==> src/rtl/gemm_drain_pkg.sv <==
`default_nettype none
// ============================================================================
// Module   : gemm_drain_pkg
// Brief    : Shared types and constants for the SRAM C result drain.
// Revision : 1.0 - initial release
// ============================================================================
package gemm_drain_pkg;

  localparam int unsigned c_FIFO_DEPTH   = 2;
  localparam int unsigned c_PTR_W        = $clog2(c_FIFO_DEPTH);
  localparam int unsigned c_DRAIN_DATA_W = 32;
  localparam int unsigned c_ENTRY_W      = c_DRAIN_DATA_W + 2;

  typedef enum logic [1:0] {
    S_IDLE = 2'd0,
    S_RUN  = 2'd1,
    S_DONE = 2'd2
  } drain_state_e;

  // Row/matrix tags ride alongside the element so they leave in lockstep.
  typedef struct packed {
    logic [c_DRAIN_DATA_W-1:0] data;
    logic                      eol;
    logic                      last;
  } fifo_entry_t;

endpackage
`default_nettype wire

==> src/rtl/drain_fifo.sv <==
`default_nettype none
// ============================================================================
// Module   : drain_fifo
// Brief    : Two-entry register FIFO buffering drained elements with tags.
// Revision : 1.0 - initial release
// ============================================================================
module drain_fifo
  import gemm_drain_pkg::*;
(
  input  logic                 clk_i,
  input  logic                 rst_ni,
  input  logic                 push_i,
  input  logic [c_ENTRY_W-1:0] push_data_i,
  input  logic                 pop_i,
  output logic [c_ENTRY_W-1:0] head_o,
  output logic                 valid_o,
  output logic [c_PTR_W:0]     count_o
);

  fifo_entry_t        r_mem [c_FIFO_DEPTH];
  logic [c_PTR_W-1:0] r_wr_ptr;
  logic [c_PTR_W-1:0] r_rd_ptr;
  logic [c_PTR_W:0]   r_count;
  logic               w_do_push;
  logic               w_do_pop;

  assign w_do_pop  = pop_i && (r_count != '0);
  assign w_do_push = push_i && ((r_count != (c_PTR_W+1)'(c_FIFO_DEPTH)) || w_do_pop);

  always_ff @(posedge clk_i) begin
    if (!rst_ni) begin
      for (int i = 0; i < int'(c_FIFO_DEPTH); i++) begin
        r_mem[i] <= '0;
      end
      r_wr_ptr <= '0;
      r_rd_ptr <= '0;
      r_count  <= '0;
    end else begin
      if (w_do_push) begin
        r_mem[r_wr_ptr] <= fifo_entry_t'(push_data_i);
        r_wr_ptr        <= r_wr_ptr + c_PTR_W'(1);
      end
      if (w_do_pop) begin
        r_rd_ptr <= r_rd_ptr + c_PTR_W'(1);
      end
      case ({w_do_push, w_do_pop})
        2'b10:   r_count <= r_count + (c_PTR_W+1)'(1);
        2'b01:   r_count <= r_count - (c_PTR_W+1)'(1);
        default: r_count <= r_count;
      endcase
    end
  end

  assign head_o  = r_mem[r_rd_ptr];
  assign valid_o = (r_count != '0);
  assign count_o = r_count;

endmodule
`default_nettype wire

==> src/rtl/gemm_result_drain.sv <==
`default_nettype none
// ============================================================================
// Module   : gemm_result_drain
// Brief    : Streams a finished row-major M x N matrix out of SRAM C over a
//            valid/ready port with credit-limited read issue.
// Revision : 1.0 - initial release
// ============================================================================
module gemm_result_drain
  import gemm_drain_pkg::*;
#(
  parameter int unsigned DataWidth = c_DRAIN_DATA_W,
  parameter int unsigned AddrWidth = 12,
  parameter int unsigned SizeWidth = 12
) (
  input  logic                 clk_i,
  input  logic                 rst_ni,
  input  logic                 start_i,
  input  logic [SizeWidth-1:0] M_size_i,
  input  logic [SizeWidth-1:0] N_size_i,
  input  logic [AddrWidth-1:0] base_addr_i,
  output logic                 sram_c_req_o,
  output logic [AddrWidth-1:0] sram_c_addr_o,
  input  logic [DataWidth-1:0] sram_c_rdata_i,
  output logic [DataWidth-1:0] m_data_o,
  output logic                 m_valid_o,
  input  logic                 m_ready_i,
  output logic                 m_eol_o,
  output logic                 m_last_o,
  output logic                 busy_o,
  output logic                 done_o
);

  localparam int unsigned c_CNT_W = 2 * SizeWidth;

  drain_state_e         r_state;
  drain_state_e         w_state_nxt;
  logic [SizeWidth-1:0] r_m_size;
  logic [SizeWidth-1:0] r_n_size;
  logic [SizeWidth-1:0] r_row;
  logic [SizeWidth-1:0] r_col;
  logic [AddrWidth-1:0] r_base;
  logic [c_CNT_W-1:0]   r_total;
  logic [c_CNT_W-1:0]   r_issue_cnt;
  logic                 r_inflight;
  logic                 r_inf_eol;
  logic                 r_inf_last;

  logic                 w_start;
  logic                 w_zero_size;
  logic                 w_reads_left;
  logic                 w_credit_ok;
  logic                 w_pop;
  logic                 w_req;
  logic                 w_issue_eol;
  logic                 w_issue_last;
  logic [c_PTR_W:0]     w_fifo_count;
  logic [c_PTR_W:0]     w_occupancy;
  logic                 w_fifo_valid;
  logic [c_ENTRY_W-1:0] w_head_raw;
  fifo_entry_t          w_head;
  fifo_entry_t          w_push_entry;

  assign w_start      = (r_state == S_IDLE) && start_i;
  assign w_zero_size  = (M_size_i == '0) || (N_size_i == '0);
  assign w_reads_left = (r_issue_cnt < r_total);
  assign w_pop        = w_fifo_valid && m_ready_i;

  // Buffered plus in-flight elements must never exceed the FIFO depth, so a
  // read may only be issued into a free slot or one being vacated right now.
  assign w_occupancy  = w_fifo_count + (c_PTR_W+1)'(r_inflight);
  assign w_credit_ok  = (w_occupancy < (c_PTR_W+1)'(c_FIFO_DEPTH));

  assign w_issue_eol  = (r_col == (r_n_size - SizeWidth'(1)));
  assign w_issue_last = w_issue_eol && (r_row == (r_m_size - SizeWidth'(1)));

  always_ff @(posedge clk_i) begin
    if (!rst_ni) begin
      r_state <= S_IDLE;
    end else begin
      r_state <= w_state_nxt;
    end
  end

  always_comb begin
    w_state_nxt = r_state;
    w_req       = 1'b0;
    busy_o      = 1'b0;
    done_o      = 1'b0;
    unique case (r_state)
      S_IDLE: begin
        if (start_i) begin
          w_state_nxt = w_zero_size ? S_DONE : S_RUN;
        end
      end
      S_RUN: begin
        busy_o = 1'b1;
        w_req  = w_reads_left && (w_credit_ok || w_pop);
        if (w_pop && w_head.last) begin
          w_state_nxt = S_DONE;
        end
      end
      S_DONE: begin
        done_o      = 1'b1;
        w_state_nxt = S_IDLE;
      end
      default: w_state_nxt = S_IDLE;
    endcase
  end

  always_ff @(posedge clk_i) begin
    if (!rst_ni) begin
      r_m_size    <= '0;
      r_n_size    <= '0;
      r_base      <= '0;
      r_total     <= '0;
      r_issue_cnt <= '0;
      r_row       <= '0;
      r_col       <= '0;
      r_inflight  <= 1'b0;
      r_inf_eol   <= 1'b0;
      r_inf_last  <= 1'b0;
    end else begin
      r_inflight <= w_req;
      if (w_req) begin
        r_inf_eol  <= w_issue_eol;
        r_inf_last <= w_issue_last;
      end
      if (w_start) begin
        r_m_size    <= M_size_i;
        r_n_size    <= N_size_i;
        r_base      <= base_addr_i;
        r_total     <= c_CNT_W'(M_size_i) * c_CNT_W'(N_size_i);
        r_issue_cnt <= '0;
        r_row       <= '0;
        r_col       <= '0;
      end else if (w_req) begin
        r_issue_cnt <= r_issue_cnt + c_CNT_W'(1);
        if (w_issue_eol) begin
          r_col <= '0;
          r_row <= r_row + SizeWidth'(1);
        end else begin
          r_col <= r_col + SizeWidth'(1);
        end
      end
    end
  end

  assign w_push_entry = '{data: c_DRAIN_DATA_W'(sram_c_rdata_i),
                          eol:  r_inf_eol,
                          last: r_inf_last};

  drain_fifo u_fifo (
    .clk_i       (clk_i),
    .rst_ni      (rst_ni),
    .push_i      (r_inflight),
    .push_data_i (w_push_entry),
    .pop_i       (w_pop),
    .head_o      (w_head_raw),
    .valid_o     (w_fifo_valid),
    .count_o     (w_fifo_count)
  );

  assign w_head = fifo_entry_t'(w_head_raw);

  // Address wraps modulo 2^AddrWidth; it is forced to zero when idle.
  assign sram_c_req_o  = w_req;
  assign sram_c_addr_o = w_req ? (r_base + AddrWidth'(r_issue_cnt)) : '0;

  assign m_valid_o = w_fifo_valid;
  assign m_data_o  = w_fifo_valid ? DataWidth'(w_head.data) : '0;
  assign m_eol_o   = w_fifo_valid && w_head.eol;
  assign m_last_o  = w_fifo_valid && w_head.last;

endmodule
`default_nettype wire

==> config.mk <==
export PLATFORM = sky130hd
export DESIGN_NAME = gemm_result_drain
export DESIGN_NICKNAME = d
export VERILOG_FILES = /design/src/rtl/gemm_drain_pkg.sv /design/src/rtl/drain_fifo.sv /design/src/rtl/gemm_result_drain.sv
export SDC_FILE = /design/constraint.sdc
export NUM_CORES = 1
export LEC_CHECK = 0
export ABC_AREA = 1
export CAP_MARGIN = 25
export CORE_MARGIN = 3
export CORE_UTILIZATION = 42
export DETAILED_ROUTE_END_ITERATION = 10
export GPL_ROUTABILITY_DRIVEN = 0
export GPL_TIMING_DRIVEN = 0
export PLACE_DENSITY = 0.66
export SYNTH_ARGS = -nofsm -noshare
export SYNTH_HDL_FRONTEND = slang
export SYNTH_SLANG_ARGS = --single-unit
==> constraint.sdc <==
create_clock -name clk_i -period 16.1 [get_ports clk_i]
set_input_delay 4.025 -clock clk_i [delete_from_list [all_inputs] [get_ports clk_i]]
set_output_delay 4.025 -clock clk_i [all_outputs]
set_load 0.01 [all_outputs]
==> metrics.yaml, run 1 <==
fmax_mhz: 93.9
portBuffers: 120
clk_latency_ps: 450
pin_count: 122
hold-worst-slack_ps: 466
final-hold-violation-count: 0
fin_skew_ps: 20.7
holdPathEnd: "u_fifo.r_rd_ptr"
multi_input_area_mm2: 0.00897
wire_per_inst_um: 15.2
syn_to_final_growth_pct: 15.6
grt_pass1_wl_mm: 66.7
start_util_pct: 42.7
grt_pass1_vias: 13200
clock_sinks: 186
max-vdd-ir-drop_v: 0.000134
clockBufferDepth: 2
reg2reg_to: "r_row[10]"
core_area_mm2: 0.0357
p_switching_uw: 919
cts_setup_buffers: 0
start_kind: "input port"
synth-edff-count: 68
synth_cell_types: 55
maxSlewViolCount: 0
synth_top_area_share_pct: 15.5
hold_start: "u_fifo.r_rd_ptr"
final_cell_mix: "nand2_1 (475), inv_1 (390), nor2_1 (212), a21oi_1 (156), clkdlybuf4s50_1 (120)"
dr.pass1.iters: 5
rows: 69
drt-initial-drc-count: 817
die_w_um: 196
whs_path_depth: 1
synth_area_per_cell_um2: 7.37
grt_overflow: 0
clk_pin_slew_ps: 70
internal_power_uw: 1140
fp.dieH_um: 196
drive_above_1_share_pct: 4.06
fin_crit_sh_pct: 66.2
leakage_uw: 0.00855
setup_viol: 0
ys_seq_area_share_pct: 28.9
ant_nets: 0
cts_tree: "done"
cellPowerDensity_mw_per_mm2: 117
antenna_found_initial: 1
syn_nets: 2340
regToRegSetupSlack_ps: 13630
grt_start_max_net_pins: 35
crit_fanout: 10
async_reset_ff_share_pct: 0
netlist_instances: 2066
critical_path_class: "input port to primary output"
post_cts_resized: 0
drc: 0
final_common_cell: "nand2_1"
rsz0062_at_grt: "no"
seqCellArea_mm2: 0.00440
cts_hold_buf: 0
status: "complete, no violations"
die_area_mm2: 0.0386
ys_seq_elements: 186
r2r_start: "r_issue_cnt[19]"
seq_power_share_pct: 26.4
n_fill_cell: 3500
synthFlopType: "dfxtp_1"
rr_worst_depth: 10
netlist_area_mm2: 0.0152
critPathRequiredTime_ps: 12070
clkPwrFrac_pct: 20.4
synth_area_leader_cell: "dfxtp_1"
final_nets: 2479
tns_ps: 0
tightest_slew_ps: 872
period_minus_slack_ps: 10650
cts-root-buf: "clkbuf_16"
switching_share_pct: 44.7
grtUsageTotal_pct: 21.4
worstSetupEndpointType: "primary output"
hpwlAfterDp_mm: 32.3
synth_warnings: 0
via_count: 13600
slew_headroom_pct: 41.6
numCtsBuffers: 17
hold_class: "flop to flop"
cp.arrival_ps: 6630
h-tree-depth: 4
totalWireLength_mm: 40.7
pwr-share-comb_pct: 53.2
synth_area_leaders: "dfxtp_1 (16%), edfxtp_1 (13%), fa_1 (13%)"
drv_cap: 0
vias_per_cell: 5.07
[synth_stat cells, drive strengths merged (8+ instances only)]
master	number
inv	401
nand2	487
fa	101
a21oi	156
xor2	41
nand4	20
dfxtp	118
ha	101
nand3	80
nor4	12
o21ai	96
nor3	21
nand3b	8
buf	14
clkbuf	61
xnor2	19
edfxtp	68
nor2	228
[flip-flops by register name, indices dropped and copies added, names as in the netlist, 2 cells and up, named ones only]
name,flops
r_row,12
r_issue_cnt,24
r_col,12
u_fifo.count_o,2
r_m_size,12
r_n_size,12
r_total,24
r_state,2
r_base,12
u_fifo.r_mem,68
[through the flow]
| stage | std cells | util [%] | setup WS (ps) | cell area (um2) | total power (uW) |
|---|---|---|---|---|---|
| after floorplan | 2066 | - | 6940 | 15200 | 1340 |
| after global placement | 2647 | 47.7 | 5480 | 17000 | 1620 |
| after detailed placement | 2647 | 47.7 | 5480 | 17000 | 1640 |
| after CTS | 2679 | 49.3 | 5470 | 17600 | 2070 |
| after global routing | 2680 | 49.4 | 5280 | 17600 | 2250 |
| final | 2680 | 49.4 | 5450 | 17600 | 2050 |
[layer usage]
metal | share of wire, % | track usage (%) | vias up | wire length, um
met5 | 0 | 0 | - | 0
met4 | 3.2 | 7.16 | 0 | 1290
met3 | 5.7 | 3.21 | 84 | 2320
met2 | 49 | 36.9 | 377 | 19900
met1 | 42 | 27.8 | 6415 | 17200
li1 | - | - | 6714 | -
[worst max-delay path: stages]
cell and delay, ps:
clkdlybuf4s50_1 480, inv_1 80, nand2_1 70, nor2_1 70
nor2_1 100, nand3_1 90, nor2_2 310, nand2_2 140
inv_4 170, buf_4 220, o21ai_0 110, a21oi_1 180
clkdlybuf4s50_1 560
[logic make-up (layout without fill, tap and decap cells)]
group | count (synthesis) | in the layout | share of synthesized area, %
compound gates | 275 | 275 | 9.46
simple gates | 864 | 864 | 24.0
flops | 186 | 186 | 28.9
xor+xnor | 62 | 62 | 3.86
fa+ha+maj | 202 | 202 | 21.6
buf+inv | 477 | 629 | 12.1
other cells | 0 | 1 | 0
[worst max-delay path by stage]
stage,from,endpoint,slack [ps],depth (start not counted)
global placement,m_ready_i,sram_c_addr_o[11],5480,13
finish,m_ready_i,sram_c_addr_o[7],5450,13
detailed placement,m_ready_i,sram_c_addr_o[11],5480,13
global route,m_ready_i,sram_c_addr_o[7],5280,13
CTS,m_ready_i,sram_c_addr_o[11],5470,13
floorplan,m_ready_i,sram_c_addr_o[7],6940,11
[area by class of cell]
class	instances	area share (%)
inverters	402	8.59
diodes	1	0.0142
repair buffers	120	6.83
clock inverters	15	0.946
flip-flops and latches	186	25.0
well taps	461	3.28
plain buffers	75	1.92
clock buffers	17	2.42
multi-input cells	1403	51.0
[power by group through the flow]
| stage | clock network (uW) | logic, uW | registers, uW |
|---|---|---|---|
| CTS | 427 | 1100 | 542 |
| detailed placement | 0 | 1090 | 553 |
| finish | 420 | 1090 | 542 |
| global placement | 0 | 1070 | 552 |
| floorplan | 0 | 796 | 548 |
| global route | 446 | 1260 | 546 |
Power figures use the tool's default switching activity.
==> run 2: changes to the inputs <==
Settings changed: PLACE_DENSITY 0.66 to 0.68.
Clock period 16.1 ns to 9.4 ns, I/O delays scaled along.
==> run 2 against run 1 <==
  * Die area did not move
  * Design area grew 0.16%
  * Sequential share of layout area barely moved
  * Sequential power is 72% higher
  * Clock skew rose by 0.56 ps
  * Flip-flop and latch count unchanged
  * Critical path type is now input port to flop
  * Non-clock buffer count did not move
  * Clock power is 79% higher
  * Worst setup slack worse by 3800 ps
  * Register-to-register slack got worse by 6700 ps
  * Power grew 73%
==> metrics.yaml, run 2 (synthesized netlist as in run 1, its figures left out) <==
status: "complete, no violations"  # unchanged
cts_setup_buffers: 0  # unchanged
h-tree-depth: 4  # unchanged
cpMaxStageDelayCell: "clkdlybuf4s50_1"  # unchanged
placed_cell_area_mm2: 0.0170  # unchanged
cp.arrival_ps: 8080  # was 6630 ps
via_count: 13600  # about the same
rsz0062_at_grt: "no"  # unchanged
final_nets: 2479  # unchanged
vias_per_cell: 5.07  # about the same
antenna_found_initial: 0  # was 1
internal_power_uw: 1960  # was 1140 uW
pwr-share-comb_pct: 52.8  # was 53.2%
grtUsageTotal_pct: 21.5  # was 21.4%
fin_skew_ps: 21.2  # was 20.7 ps
die_w_um: 196  # unchanged
period_minus_slack_ps: 7740
clk_pin_slew_ps: 80  # was 70 ps
final_cell_mix: "nand2_1 (475), inv_1 (390), nor2_1 (212), a21oi_1 (156), clkdlybuf4s50_1 (120)"  # unchanged
critPathTopFamily: "adder cells"  # was buffers and inverters
post_cts_resized: 0  # unchanged
clock_sinks: 186  # unchanged
setup_viol: 0  # unchanged
top_regs: "u_fifo.r_mem x68, r_issue_cnt x24, r_total x24"  # unchanged
portBuffers: 120  # unchanged
clockBufferDepth: 2  # unchanged
tightest_slew_ps: 866  # was 872 ps
drt-initial-drc-count: 880  # was 817
hold_class: "flop to flop"  # unchanged
hpwlAfterDp_mm: 32.2  # was 32.3 mm
p_switching_uw: 1600  # was 919 uW
grt_pass1_wl_mm: 67.9  # was 66.7 mm
pin_count: 122  # unchanged
fin_crit_sh_pct: 82.4
worstSetupEndpointType: "flop"  # was primary output
totalWireLength_mm: 40.4  # was 40.7 mm
drv_cap: 0  # unchanged
largest_register_ffs: 68  # unchanged
crit_fanout: 10  # unchanged
final_common_cell: "nand2_1"  # unchanged
start_kind: "input port"  # unchanged
grt_overflow: 0  # unchanged
clk_latency_ps: 450  # about the same
die_area_mm2: 0.0386  # unchanged
maxSlewViolCount: 0  # unchanged
regMostFlops: "u_fifo.r_mem"  # unchanged
clkPwrFrac_pct: 21.1  # was 20.4%
drc: 0  # unchanged
leakage_uw: 0.00856  # was 0.00855 uW
grt_pass1_vias: 13900  # was 13,200
slowest_delay_ps: 660  # was 560 ps
crit_path_cell_trace: "clkdlybuf4s50_1, clkbuf_1, nand2_1, fa_1, inv_1, fa_1, fa_1, inv_1, fa_1, fa_1, inv_1, ha_1, nand2_1, o21ai_0, a21oi_1, o21ai_0, nand3_1, nand3_1, nand3_1, nand2_1, inv_1"  # was clkdlybuf4s50_1, inv_1, nand2_1, nor2_1, nor2_1, nand3_1, nor2_2, nand2_2, inv_4, buf_4, o21ai_0, a21oi_1, clkdlybuf4s50_1
path_buf_inv: 6  # was 5
seq_power_share_pct: 26.2  # was 26.4%
numCtsBuffers: 17  # unchanged
max-vdd-ir-drop_v: 0.000268  # was 0.000134 V
drive_above_1_share_pct: 4.10  # was 4.06%
fin_area_mm2: 0.0176  # about the same
cts_hold_buf: 0  # unchanged
crit_top_cell: "fa_1"
start_util_pct: 42.7  # unchanged
wire_per_inst_um: 15.1  # was 15.2 um
fmax_mhz: 129
cellPowerDensity_mw_per_mm2: 202  # was 117 mW/mm2
dr.pass1.iters: 5  # unchanged
rows: 69  # unchanged
grt_start_max_net_pins: 35  # unchanged
core_area_mm2: 0.0357  # unchanged
diodes: 0  # was 1
slew_headroom_pct: 42.1  # was 41.6%
cts-root-buf: "clkbuf_16"  # unchanged
critical_path_class: "input port to flop"  # was input port to primary output
syn_to_final_growth_pct: 15.8  # was 15.6%
critPathRequiredTime_ps: 9740  # was 12,070 ps
tns_ps: 0  # unchanged
ant_nets: 0  # unchanged
cts_tree: "done"  # unchanged
switching_share_pct: 45.0  # was 44.7%
fp.dieH_um: 196  # unchanged
final-hold-violation-count: 0  # unchanged
==> run 2: path summary, 6_finish.rpt <==
kind	start	to	slack (ps)	depth (start not counted)
hold / removal	u_fifo.r_rd_ptr	u_fifo.r_rd_ptr	460	1
hold reg to reg	u_fifo.r_rd_ptr	u_fifo.r_rd_ptr	460	1
setup / recovery	N_size_i[5]	r_total[16]	1660	21
setup reg to reg	u_fifo.count_o[0]	u_fifo.r_mem[0][11]	6940	5
==> run 2: layout make-up <==
class	count	area (um2)
Tap cell	461	577
Clock inverter	15	196
Inverter	402	1510
Clock buffer	17	425
Buffer	75	338
Timing Repair Buffer	120	1200
Fill cell	3521	18000
Sequential cell	186	4400
Multi-Input combinational cell	1403	8970
==> run 2: power by group through the flow <==
stage	Sequential (uW)	Combinational [uW]	Clock (uW)
after global routing	937	2160	790
after global placement	946	1830	0
after floorplan	939	1360	0
after CTS	930	1870	762
after detailed placement	949	1860	0
final	930	1880	750
==> run 2: through the flow <==
stage / setup WS [ps] / hold slack [ps] / power, uW / utilization [%] / instances
2_1_floorplan: 2610 / 426 / 2300 / - / 2066
3_3_place_gp: 1290 / 437 / 2770 / 47.7 / 2647
3_5_place_dp: 1230 / 448 / 2810 / 47.7 / 2647
4_1_cts: 1700 / 457 / 3570 / 49.4 / 2679
5_1_grt: 1270 / 488 / 3890 / 49.4 / 2679
6_report: 1660 / 464 / 3560 / 49.4 / 2679
==> run 2: per-layer routing <==
metal  vias to the layer above  global-route usage (%)  share of wire (%)
met3                        84                    2.63                5.0
met5                         -                       0                  0
met2                       366                    38.7                 50
li1                       6693                       -                  -
met1                      6450                    26.9                 42
met4                         0                    7.13                3.1
==> run 2: worst reg2reg max path: stages (launching register included) <==
cell and delay, ps:
dfxtp_1 360, inv_1 60, a31oi_1 220, nand3b_1 360
clkbuf_1 350, nand2_2 710
